===== src/rtl/muller_pkg.sv =====
// Shared mode encodings for the Muller C-element array.
package muller_pkg;

  typedef logic [1:0] mode_t;

  localparam mode_t MODE_SYM    = 2'b00;
  localparam mode_t MODE_ASYM   = 2'b01;
  localparam mode_t MODE_FREEZE = 2'b10;
  localparam mode_t MODE_BYPASS = 2'b11;

endpackage


===== src/rtl/muller_c_cell.sv =====
// One generalised C-element channel: registered output, edge pulses, saturating transition counter.
// Inputs are expected to be already synchronised; output updates one edge after s_i.
module muller_c_cell
  import muller_pkg::*;
#(
  parameter int              N_IN      = 3,
  parameter logic [N_IN-1:0] PLUS_MASK = 3'b100,
  parameter logic            RST_VAL   = 1'b0,
  parameter int              CNT_W     = 8
) (
  input  logic             clk_i,
  input  logic             rst_i,
  input  logic [N_IN-1:0]  s_i,
  input  mode_t            mode_i,
  input  logic             clr_i,
  output logic             c_o,
  output logic             rise_o,
  output logic             fall_o,
  output logic [CNT_W-1:0] tcnt_o
);

  logic             c_q, c_d;
  logic             rise_q, rise_d;
  logic             fall_q, fall_d;
  logic [CNT_W-1:0] cnt_q, cnt_d;

  always_comb begin
    c_d = c_q;
    case (mode_i)
      MODE_SYM: begin
        if (&s_i)       c_d = 1'b1;
        else if (~|s_i) c_d = 1'b0;
      end
      MODE_ASYM: begin
        // plus inputs only gate the rise; the fall looks at the minus inputs alone
        if (&s_i)                     c_d = 1'b1;
        else if (~|(s_i & ~PLUS_MASK)) c_d = 1'b0;
      end
      MODE_BYPASS: c_d = s_i[0];
      default:     c_d = c_q;
    endcase

    rise_d = c_d & ~c_q;
    fall_d = ~c_d & c_q;

    cnt_d = cnt_q;
    if (clr_i)
      cnt_d = '0;
    else if ((c_d != c_q) && (cnt_q != {CNT_W{1'b1}}))
      cnt_d = cnt_q + 1'b1;
  end

  always_ff @(posedge clk_i) begin
    if (rst_i) begin
      c_q    <= RST_VAL;
      rise_q <= 1'b0;
      fall_q <= 1'b0;
      cnt_q  <= '0;
    end else begin
      c_q    <= c_d;
      rise_q <= rise_d;
      fall_q <= fall_d;
      cnt_q  <= cnt_d;
    end
  end

  assign c_o    = c_q;
  assign rise_o = rise_q;
  assign fall_o = fall_q;
  assign tcnt_o = cnt_q;

endmodule


===== src/rtl/muller_c_array.sv =====
// Array of NUM_CH clocked C-elements behind SYNC_STAGES-deep input synchronisers.
// Latency from a stable input change to c_o is SYNC_STAGES+1 edges.
module muller_c_array
  import muller_pkg::*;
#(
  parameter int              NUM_CH      = 4,
  parameter int              N_IN        = 3,
  parameter logic [N_IN-1:0] PLUS_MASK   = 3'b100,
  parameter logic            RST_VAL     = 1'b0,
  parameter int              SYNC_STAGES = 2,
  parameter int              CNT_W       = 8
) (
  input  logic                      wb_clk_i,
  input  logic                      wb_rst_i,
  input  logic [NUM_CH*N_IN-1:0]    in_i,
  input  logic [2*NUM_CH-1:0]       mode_i,
  input  logic [NUM_CH-1:0]         clr_cnt_i,
  output logic [NUM_CH-1:0]         c_o,
  output logic [NUM_CH-1:0]         rise_o,
  output logic [NUM_CH-1:0]         fall_o,
  output logic [NUM_CH*CNT_W-1:0]   tcnt_o
);

  localparam int W = NUM_CH * N_IN;

  if (N_IN < 2) begin : g_err_nin
    $error("muller_c_array: N_IN must be at least 2");
  end
  if (SYNC_STAGES < 1) begin : g_err_sync
    $error("muller_c_array: SYNC_STAGES must be at least 1");
  end
  if (PLUS_MASK == {N_IN{1'b1}}) begin : g_err_mask
    $error("muller_c_array: PLUS_MASK must not be all ones");
  end

  logic [SYNC_STAGES-1:0][W-1:0] sync_q, sync_d;

  always_comb begin
    sync_d[0] = in_i;
    for (int i = 1; i < SYNC_STAGES; i++) sync_d[i] = sync_q[i-1];
  end

  // Reset fills the chain with RST_VAL so release never looks like an input edge
  always_ff @(posedge wb_clk_i) begin
    if (wb_rst_i) sync_q <= {(SYNC_STAGES*W){RST_VAL}};
    else          sync_q <= sync_d;
  end

  for (genvar k = 0; k < NUM_CH; k++) begin : g_ch
    muller_c_cell #(
      .N_IN      (N_IN),
      .PLUS_MASK (PLUS_MASK),
      .RST_VAL   (RST_VAL),
      .CNT_W     (CNT_W)
    ) u_cell (
      .clk_i  (wb_clk_i),
      .rst_i  (wb_rst_i),
      .s_i    (sync_q[SYNC_STAGES-1][k*N_IN +: N_IN]),
      .mode_i (mode_t'(mode_i[2*k +: 2])),
      .clr_i  (clr_cnt_i[k]),
      .c_o    (c_o[k]),
      .rise_o (rise_o[k]),
      .fall_o (fall_o[k]),
      .tcnt_o (tcnt_o[k*CNT_W +: CNT_W])
    );
  end

endmodule


===== config.mk =====
export PLATFORM = sky130hd
export DESIGN_NAME = muller_c_array
export DESIGN_NICKNAME = d
export VERILOG_FILES = /design/src/rtl/muller_pkg.sv /design/src/rtl/muller_c_cell.sv /design/src/rtl/muller_c_array.sv
export SDC_FILE = /design/constraint.sdc
export NUM_CORES = 1
export LEC_CHECK = 0
export CAP_MARGIN = 20
export CORE_ASPECT_RATIO = 0.6
export CORE_MARGIN = 2
export CORE_UTILIZATION = 46
export CTS_CLUSTER_DIAMETER = 200
export CTS_CLUSTER_SIZE = 25
export DETAILED_ROUTE_END_ITERATION = 7
export HOLD_SLACK_MARGIN = 0.12
export PLACE_DENSITY = 0.76
export SYNTH_ARGS = -nofsm -noshare
export SYNTH_HDL_FRONTEND = slang
export SYNTH_SLANG_ARGS = --single-unit

===== constraint.sdc =====
create_clock -name wb_clk_i -period 6.71 [get_ports wb_clk_i]
set_clock_uncertainty 0.15 [all_clocks]
set_input_delay 1.0065 -clock wb_clk_i [delete_from_list [all_inputs] [get_ports wb_clk_i]]
set_output_delay 1.0065 -clock wb_clk_i [all_outputs]
set_load 0.1 [all_outputs]

==> Yosys cells after proc, flatten, opt, wreduce, memory -nomap -nowiden <==
Cells that the tools add are included.
{ "op_classes": {"n_addsub": 4, "n_eq_ne": 16, "mux": 20, "n_bitwise": 16, "reduce_logical": 24} }
{ "op_table": {"columns": ["operator", "n"], "rows": [
  ["$add A8 B1 Y8 const B", 4],
  ["$ne A8 B8 Y1 const B", 4],
  ["$mux W1", 16],
  ["$reduce_or A2 Y1", 8],
  ["$pmux W1 S3", 4],
  ["$reduce_and A3 Y1", 4],
  ["$reduce_or A3 Y1", 4],
  ["$and A1 B1 Y1", 8],
  ["$eq A2 B1 Y1 const B", 4],
  ["$eq A2 B2 Y1 const B", 4],
  ["$logic_not A2 Y1", 4],
  ["$not A1 Y1", 8],
  ["$logic_and A1 B1 Y1", 4],
  ["$ne A1 B1 Y1", 4]
]} }
{ "totals": {"regBits": 68, "input_bits": 26, "output_inout_bits": 44, "elab_cells": 98} }

==> Depth between registers and ports, before layout <==
Gate-level depths: netlist of the first run.
{ "logic_depth": {"depth_word": 6, "mapped_depth": 7, "mapped_depth_nobuf": 7} }

==> Hierarchy <==
A second synthesis of the first run with hierarchy kept.
{ "hier_totals": {"cells_unflattened": 282, "area_unflattened_um2": 2865.2} }
{ "modules_own_cells": {"columns": ["mod", "n_inst", "cells_per_inst", "area_each_um2", "seq_area_each_um2"], "rows": [
  ["muller_c_cell", 4, 58, 543.0, 220.2],
  ["muller_c_array", 1, 50, 693.2, 480.5]
]} }

==> Worst setup path before layout of the first run <==
OpenSTA, ideal clock, no wires.
{ "synth_timing": {"path_type": "input port to flip-flop", "start": "input port mode_i[5]", "end": "register g_ch[2].u_cell.cnt_q[7]", "setup_time_ps": 116, "t_arrival_ps": 2532, "required_time_ps": 6444, "slack_ps": 3913, "stages": 6, "path_buffers": 0, "path_cell_list": "or3b_2 -> nand2_1 -> ha_1 -> nand4b_4 -> a2111oi_0 -> and3b_1"} }
{ "synth_between": {"elab_chain_cells": 4, "elab_cells_between_ends": 6, "cone_classes": "eq/ne (3); mux (1); reduce/logical (2)"} }
{ "synth_rtl": {"columns": ["item", "line_no", "rtl"], "rows": [
  ["from (decl)", "muller_c_array.sv:16", "input logic [2*NUM_CH-1:0] mode_i,"],
  ["$eq A2 B2 Y1 (tied with other cells)", "muller_c_cell.sv:29", "case (mode_i)"],
  ["$pmux W1 S3 (*)", "muller_c_cell.sv:29", null],
  ["$ne A1 B1 Y1 (*)", "muller_c_cell.sv:49", "else if ((c_d != c_q) && (cnt_q != {CNT_W{1'b1}}))"],
  ["$logic_and A1 B1 Y1 (*)", "muller_c_cell.sv:49", null],
  ["to (signal assigned)", "muller_c_cell.sv:63", "cnt_q <= cnt_d;"],
  ["to (decl)", "muller_c_cell.sv:25", "logic [CNT_W-1:0] cnt_q, cnt_d;"]
]} }
Every way passes the cells marked *; elsewhere a longest branch is shown, timed or not.
A chain may end at the register's enable or synchronous reset.

==> Worst setup path in the final report of the first run <==
{ "layout_timing": {"start": "register g_ch[2].u_cell.cnt_q[2]", "end": "output port tcnt_o[18]"} }
{ "layout_lines": {"columns": ["item", "line_no", "rtl"], "rows": [
  ["to (decl)", "muller_c_array.sv:21", "output logic [NUM_CH*CNT_W-1:0] tcnt_o"]
]} }
No word-level cell between the ends.

==> results of run 1 <==
stage by stage:
step / instance area (µm²) / setup slack (ns) / util, % / hold WS (ns) / instances
4_1_cts: 3880 / 3.47 / 62.7 / 0.287 / 466
3_5_place_dp: 3660 / 3.32 / 59.1 / 0.271 / 451
2_1_floorplan: 2990 / 3.91 / - / 0.264 / 317
5_1_grt: 3880 / 3.38 / 62.7 / 0.292 / 466
3_3_place_gp: 3660 / 3.41 / 59.1 / 0.269 / 451
6_report: 3880 / 3.49 / 62.7 / 0.283 / 466
cells in the mapped netlist (all sizes together) (8+ instances only):
master,n,area share (%)
dfxtp,68,46
nand2,34,4.3
nor2b,33,6.9
a21oi,26,4.4
inv,15,1.9
mux2i,15,5.0
buf,14,3.4
or3,9,1.9
ha,8,3.4
nor3,8,1.3
o21ai,8,1.3
worst paths after layout:
path	from	end	slack, ns	depth (start not counted)
worst max-delay path	g_ch[2].u_cell.tcnt_o[2]	tcnt_o[18]	3.49	1
worst min-delay path	sync_d[18]	sync_q[18]	0.28	1
worst max register to register	g_ch[0].u_cell.c_o	g_ch[0].u_cell.tcnt_o[4]	4.36	7
worst min register to register	sync_d[18]	sync_q[18]	0.28	1
final cells by class:
cell class	count	area, µm²
multi-input cells	214	1440
clock inverters	4	72.6
fillers	519	2310
repair buffers	70	693
inverters	15	56.3
flip-flops and latches	68	1360
clock buffers	11	151
well taps	84	105
sequential cells by signal, summed over array words and instances (netlist names):
| register | flops |
|---|---|
| g_ch.u_cell.tcnt_o | 32 |
| sync_d | 12 |
| sync_q | 12 |
| g_ch.u_cell.c_o | 4 |
| g_ch.u_cell.fall_o | 4 |
| g_ch.u_cell.rise_o | 4 |
power groups by stage:
stage | Sequential (mW) | Combinational [mW] | Clock (mW)
finish | 0.418 | 0.0779 | 0.374
global route | 0.419 | 0.0838 | 0.399
CTS | 0.418 | 0.0784 | 0.385
detailed placement | 0.427 | 0.0781 | 0
global placement | 0.427 | 0.0770 | 0
floorplan | 0.433 | 0.0463 | 0
cells by family (layout without fill, tap and decap cells):
| family | Yosys count | count (layout) | synth area share (%) |
|---|---|---|---|
| fa+ha+maj | 8 | 8 | 3.35 |
| compound gates | 55 | 55 | 11.4 |
| simple gates | 136 | 136 | 28.6 |
| buf+inv | 35 | 100 | 6.12 |
| mux | 15 | 15 | 5.03 |
| flops | 68 | 68 | 45.6 |
routing by layer:
metal	part of all wire [%]	vias up
met2	42	73
li1	-	1241
met3	6.2	7
met1	51	1097
met5	0	-
met4	1.2	0
==> metrics.md, run 1 <==
| Metric | Value |
|---|---|
| Status | `complete, no violations` |
| Yosys cell types | `46` |
| Final TNS setup | `0 ns` |
| Max-cap viol count | `0` |
| Root buffer cell | `clkbuf_8` |
| Clk buf depth | `2` |
| CP cell instances | `clkdlybuf4s50_1` |
| Delay of the slowest critical-path stage | `approximately 1.2 ns` |
| Ys flop type | `dfxtp_1` |
| Post-synthesis cell count | `roughly 320` |
| Post-DRT Antenna Nets | `0` |
| Num Clock Sinks | `68` |
| Aggregate global routing overflow | `0` |
| # hold bufs at CTS | `0` |
| Layout cells sized above 1 | `7.59%` |
| Vias in the first global route | `2223` |
| Busiest grt layer | `met2` |
| DRT Pass-1 Iters | `4` |
| Net Switching | `197 µW` |
| Worst path slowest cell | `clkdlybuf4s50_1` |
| Core region area | `6190 µm²` |
| Critical Path Start Type | `register` |
| Clock-pin slew on the worst setup and hold paths | `0.07 ns` |
| Final worst path period need | `3.22 ns` |
| Least-Margin Pin Slew | `0.990 ns` |
| DP HPWL | `approximately 4300 µm` |
| Share of the yosys chip area belonging to registers | `45.6%` |
| Iteration-0 DRC Markers | `90` |
| Slew Limit Headroom | `33.8%` |
| Post-CTS setup buffer count | `0` |
| RSZ-0062 raised after global routing | `false` |
| HP Class | `register to register` |
| #FFs+latches synth | `68` |
| Die X | `~110 µm` |
| Nets | `412` |
| Area delta synth->final | `30.0%` |
| VDD IR-drop max | `0.170 mV` |
| Critical Path Fanout Max | `10` |
| Post-cts resize count | `0` |
| Hold Vio Cnt, Final | `0` |
| Met2 usage in global routing | `a little over a quarter` |
| Critical path's top delay family | `buffers and inverters` |
| CP arrival | `2.07 ns` |
| Comb pwr share | `about 9.0%` |
| Drt wl/cell | `12.9 µm` |
| Syn Area/Cell | `9.42 µm²` |
| Slew Limit Fails | `0` |
| Share of flip-flops with an asynchronous set or reset | `0%` |
| Port-buffer cells | `just under 70` |
| Static Leak | `1.50 nW` |
| Sequential power share | `48.1%` |
| RePlAce Congestion | `0.792` |
| Initial antenna violation count | `0` |
| Syn. warnings | `0` |
| CP Class | `register to primary output` |
| H-tree depth | `3` |
| Cell Area, Synth | `2990 µm²` |
| Initial Utilization | `48.2%` |
| Ant diodes | `0` |
| WP buf/inv | `1` |
| TritonCTS Buffers | `9` |
| Number of synthesized flops with an enable pin | `0` |
| Largest net degree at the start of global routing | `a little over 50` |
| Final WL | `around 6000 µm` |
| CP endpoint kind | `primary output` |
| Met3 Use GR | `under 10%` |
| Gr usage total | `a little under a fifth` |
| Power Total | `870 µW` |
| Data required, critical path | `5.55 ns` |
| Final setup fails | `0` |
| Clock Power Share | `43.0%` |
| Worst skew pair latency | `0.34 ns` |
| Sw frac | `22.6%` |
| DR vias | `~2.4k` |
| Std-Cell Rows | `22` |
| Internal Power | `673 µW` |
| Final period util | `48.0%` |
| Power Dens Cells | `roughly 220 nW/µm²` |
| M1 GR Usage | `24.2%` |
| F_max | `310 MHz` |
| CTS tree | `done` |
| Residual DRC | `0` |
| Syn_nets | `between 300 and 400` |
| Die H | `66.4 µm` |
| Top-level I/O count | `70` |
| Vias per cell | `5.19` |
| First-pass GRT wire length | `roughly 10000 µm` |
| Most frequent cells in the layout | `dfxtp_1 (68), clkdlybuf4s50_1 (68), nand2_1 (34), nor2b_1 (33), a21oi_1 (26)` |
| Die footprint | `7170 µm²` |
Power figures use the tool's default switching activity.
==> run 2, diff against run 1 <==
--- a/config.mk
+++ b/config.mk
@@ -8,12 +8,12 @@
 export CAP_MARGIN = 20
 export CORE_ASPECT_RATIO = 0.6
 export CORE_MARGIN = 2
-export CORE_UTILIZATION = 46
+export CORE_UTILIZATION = 45
 export CTS_CLUSTER_DIAMETER = 200
 export CTS_CLUSTER_SIZE = 25
 export DETAILED_ROUTE_END_ITERATION = 7
 export HOLD_SLACK_MARGIN = 0.12
-export PLACE_DENSITY = 0.76
+export PLACE_DENSITY = 0.77
 export SYNTH_ARGS = -nofsm -noshare
 export SYNTH_HDL_FRONTEND = slang
 export SYNTH_SLANG_ARGS = --single-unit
==> constraint.sdc (replaced) <==
create_clock -name wb_clk_i -period 2.64 [get_ports wb_clk_i]
set_clock_uncertainty 0.15 [all_clocks]
set_input_delay 0.396 -clock wb_clk_i [delete_from_list [all_inputs] [get_ports wb_clk_i]]
set_output_delay 0.396 -clock wb_clk_i [all_outputs]
set_load 0.1 [all_outputs]
==> run 2 against run 1 <==
Utilization down 2.5 points. Largest cell class unchanged. Wire length up 0.35%. Largest power group unchanged. Critical path type is now primary input to register. Total power rose by 130%.
==> metrics.md, run 2 (synthesis results as in run 1) <==
| Metric | Value |
|---|---|
| R2r worst-path depth | `7 (unchanged)` |
| CP endpoint kind | `register` |
| Nets | `418 (+1.5%)` |
| # hold bufs at CTS | `0 (unchanged)` |
| Area of all sequential standard cells | `1360 µm² (unchanged)` |
| CTS tree | `done` |
| Power Dens Cells | `531 nW/µm² (+140%)` |
| Worst skew pair latency | `0.32 ns (-0.02 ns)` |
| Hold Vio Cnt, Final | `0 (unchanged)` |
| First-pass GRT wire length | `9960 µm (-0.96%)` |
| Worst path slowest cell | `or3b_2` |
| Final worst path period need | `~2.4 ns` |
| Aggregate global routing overflow | `0 (unchanged)` |
| Data required, critical path | `2.71 ns (-2.84 ns)` |
| Final period util | `about 90%` |
| Drt wl/cell | `12.7 µm (-1.1%)` |
| CP arrival | `2.45 ns (+0.38 ns)` |
| Hold Crit Depth | `1 (unchanged)` |
| Final Core Density | `60.2% (-2.5 points)` |
| Largest net degree at the start of global routing | `34 (-33%)` |
| Root buffer cell | `clkbuf_8` |
| Die X | `109 µm (+1.1%)` |
| CP cell instances | `clkdlybuf4s50_1, or3b_2, nand2_1, ha_1, nand4b_4, a2111oi_0, and3b_1` |
| Static Leak | `1.60 nW (+6.3%)` |
| Filler cells | `539 (+3.9%)` |
| Hold Slack | `0.283 ns (-0.000126 ns)` |
| CP Class | `primary input to register` |
| Max-cap viol count | `0 (unchanged)` |
| Slew Limit Headroom | `62.1% (+28 points)` |
| Slew Limit Fails | `0 (unchanged)` |
| Critical path's top delay family | `simple AND/OR/NAND/NOR gates` |
| Power Total | `2.00 mW (+130%)` |
| Final WL | `6010 µm (+0.35%)` |
| Std-Cell Rows | `22 (unchanged)` |
| Iteration-0 DRC Markers | `88 (-2.2%)` |
| Min-delay src | `sync_d[21]` |
| RSZ-0062 raised after global routing | `false` |
| VDD IR-drop max | `0.444 mV (+160%)` |
| Layout cells sized above 1 | `20.3% (+13 points)` |
| Gr usage total | `17.5% (-0.58 points)` |
| Initial antenna violation count | `0 (unchanged)` |
| Vias in the first global route | `2174 (-2.2%)` |
| Die footprint | `7330 µm² (+2.1%)` |
| Least-Margin Pin Slew | `0.568 ns (-0.422 ns)` |
| Status | `complete, no violations` |
| Die H | `67.1 µm (+1.0%)` |
| Post-DRT Antenna Nets | `0 (unchanged)` |
| RR Endpoint | `g_ch[2].u_cell.tcnt_o[7]` |
| Delay of the slowest critical-path stage | `0.51 ns (-0.69 ns)` |
| R2R setup slack | `0.33 ns (-4.03 ns)` |
| Vias per cell | `5.14 (-0.99%)` |
| Final setup fails | `0 (unchanged)` |
| RePlAce Congestion | `0.862 (+8.9%)` |
| HP Class | `register to register` |
| Port-buffer cells | `69 (unchanged)` |
| Hold Path Sink | `sync_q[21]` |
| Residual DRC | `0 (unchanged)` |
| DP HPWL | `4450 µm (+2.8%)` |
| WP buf/inv | `1 (unchanged)` |
| Clock-pin slew on the worst setup and hold paths | `0.07 ns (about the same)` |
| Area delta synth->final | `26.0%` |
| DRT Pass-1 Iters | `4 (unchanged)` |
| Max reg flops | `32 (unchanged)` |
| Clk buf depth | `2 (unchanged)` |
| Commonest non-fill, non-tap cell in the layout | `dfxtp_1` |
| Top-level I/O count | `70 (unchanged)` |
| RR Startpoint | `g_ch[2].u_cell.c_o` |
| Final TNS setup | `0 ns (unchanged)` |
| Num Clock Sinks | `68 (unchanged)` |
| Core region area | `6250 µm² (+0.89%)` |
| DP Area | `3590 µm² (-1.8%)` |
| DR vias | `2430 (+0.50%)` |
| H-tree depth | `3 (unchanged)` |
| Post-CTS setup buffer count | `0 (unchanged)` |
| Ant diodes | `0 (unchanged)` |
| Critical Path Start Type | `primary input` |
| Area of the multi-input gates | `1440 µm² (unchanged)` |
| Post-cts resize count | `0 (unchanged)` |
| Most frequent cells in the layout | `dfxtp_1 (68), buf_4 (51), nand2_1 (34), nor2b_1 (33), a21oi_1 (26)` |
| Layout Cell Area excl Fill | `3760 µm² (-3.1%)` |
| Critical Path Fanout Max | `4 (-6)` |
| Initial Utilization | `47.8% (-0.42 points)` |
| F_max | `420 MHz` |
| TritonCTS Buffers | `9 (unchanged)` |
==> run 2: cell count changes in the layout (fill, tap and decap cells not counted), sizes merged <==
| cell | change |
|---|---|
| buf | +50 |
| clkdlybuf4s50 | -44 |
| clkinv | +3 |
| bufinv | -2 |
==> run 2: where the power goes <==
group	total (mW)	internal [mW]	switching, mW	leakage (nW)
logic	0.199	0.0839	0.115	0.954
clock network	0.735	0.361	0.375	0.0889
registers	1.06	1.05	0.0125	0.554
==> run 2: worst max path at each step <==
| stage | start | to | slack (ns) | depth (start not counted) |
|---|---|---|---|---|
| final | mode_i[5] | g_ch[2].u_cell.tcnt_o[7] | 0.26 | 7 |
| after global routing | mode_i[5] | g_ch[2].u_cell.tcnt_o[7] | 0.11 | 7 |
| after CTS | mode_i[5] | g_ch[2].u_cell.tcnt_o[7] | 0.27 | 7 |
| after detailed placement | mode_i[5] | g_ch[2].u_cell.tcnt_o[7] | -0.07 | 7 |
| after global placement | mode_i[5] | g_ch[2].u_cell.tcnt_o[7] | -0.01 | 7 |
| after floorplan | g_ch[3].u_cell.tcnt_o[0] | g_ch[3].u_cell.tcnt_o[4] | 0.40 | 4 |
==> run 2: area by class of cell <==
| type | count | share of cell area, % |
|---|---|---|
| multi-input combinational | 214 | 38.3 |
| sequential | 68 | 36.2 |
| timing repair buffer | 76 | 16.7 |
| clock buffer | 11 | 3.76 |
| tap | 84 | 2.79 |
| inverter | 15 | 1.50 |
| clock inverter | 5 | 0.732 |
==> run 2: layer usage <==
metal	part of all wire, %	track usage, %
met5	0	0
met4	1.1	5.54
met3	5.0	4.79
met2	44	28.2
met1	50	23.0
==> run 2: through the flow <==
stage          setup WS (ns)  std cells
2_1_floorplan          0.398        317
3_3_place_gp         -0.0146        457
3_5_place_dp         -0.0729        457
4_1_cts                0.272        473
5_1_grt                0.108        473
6_report               0.256        473
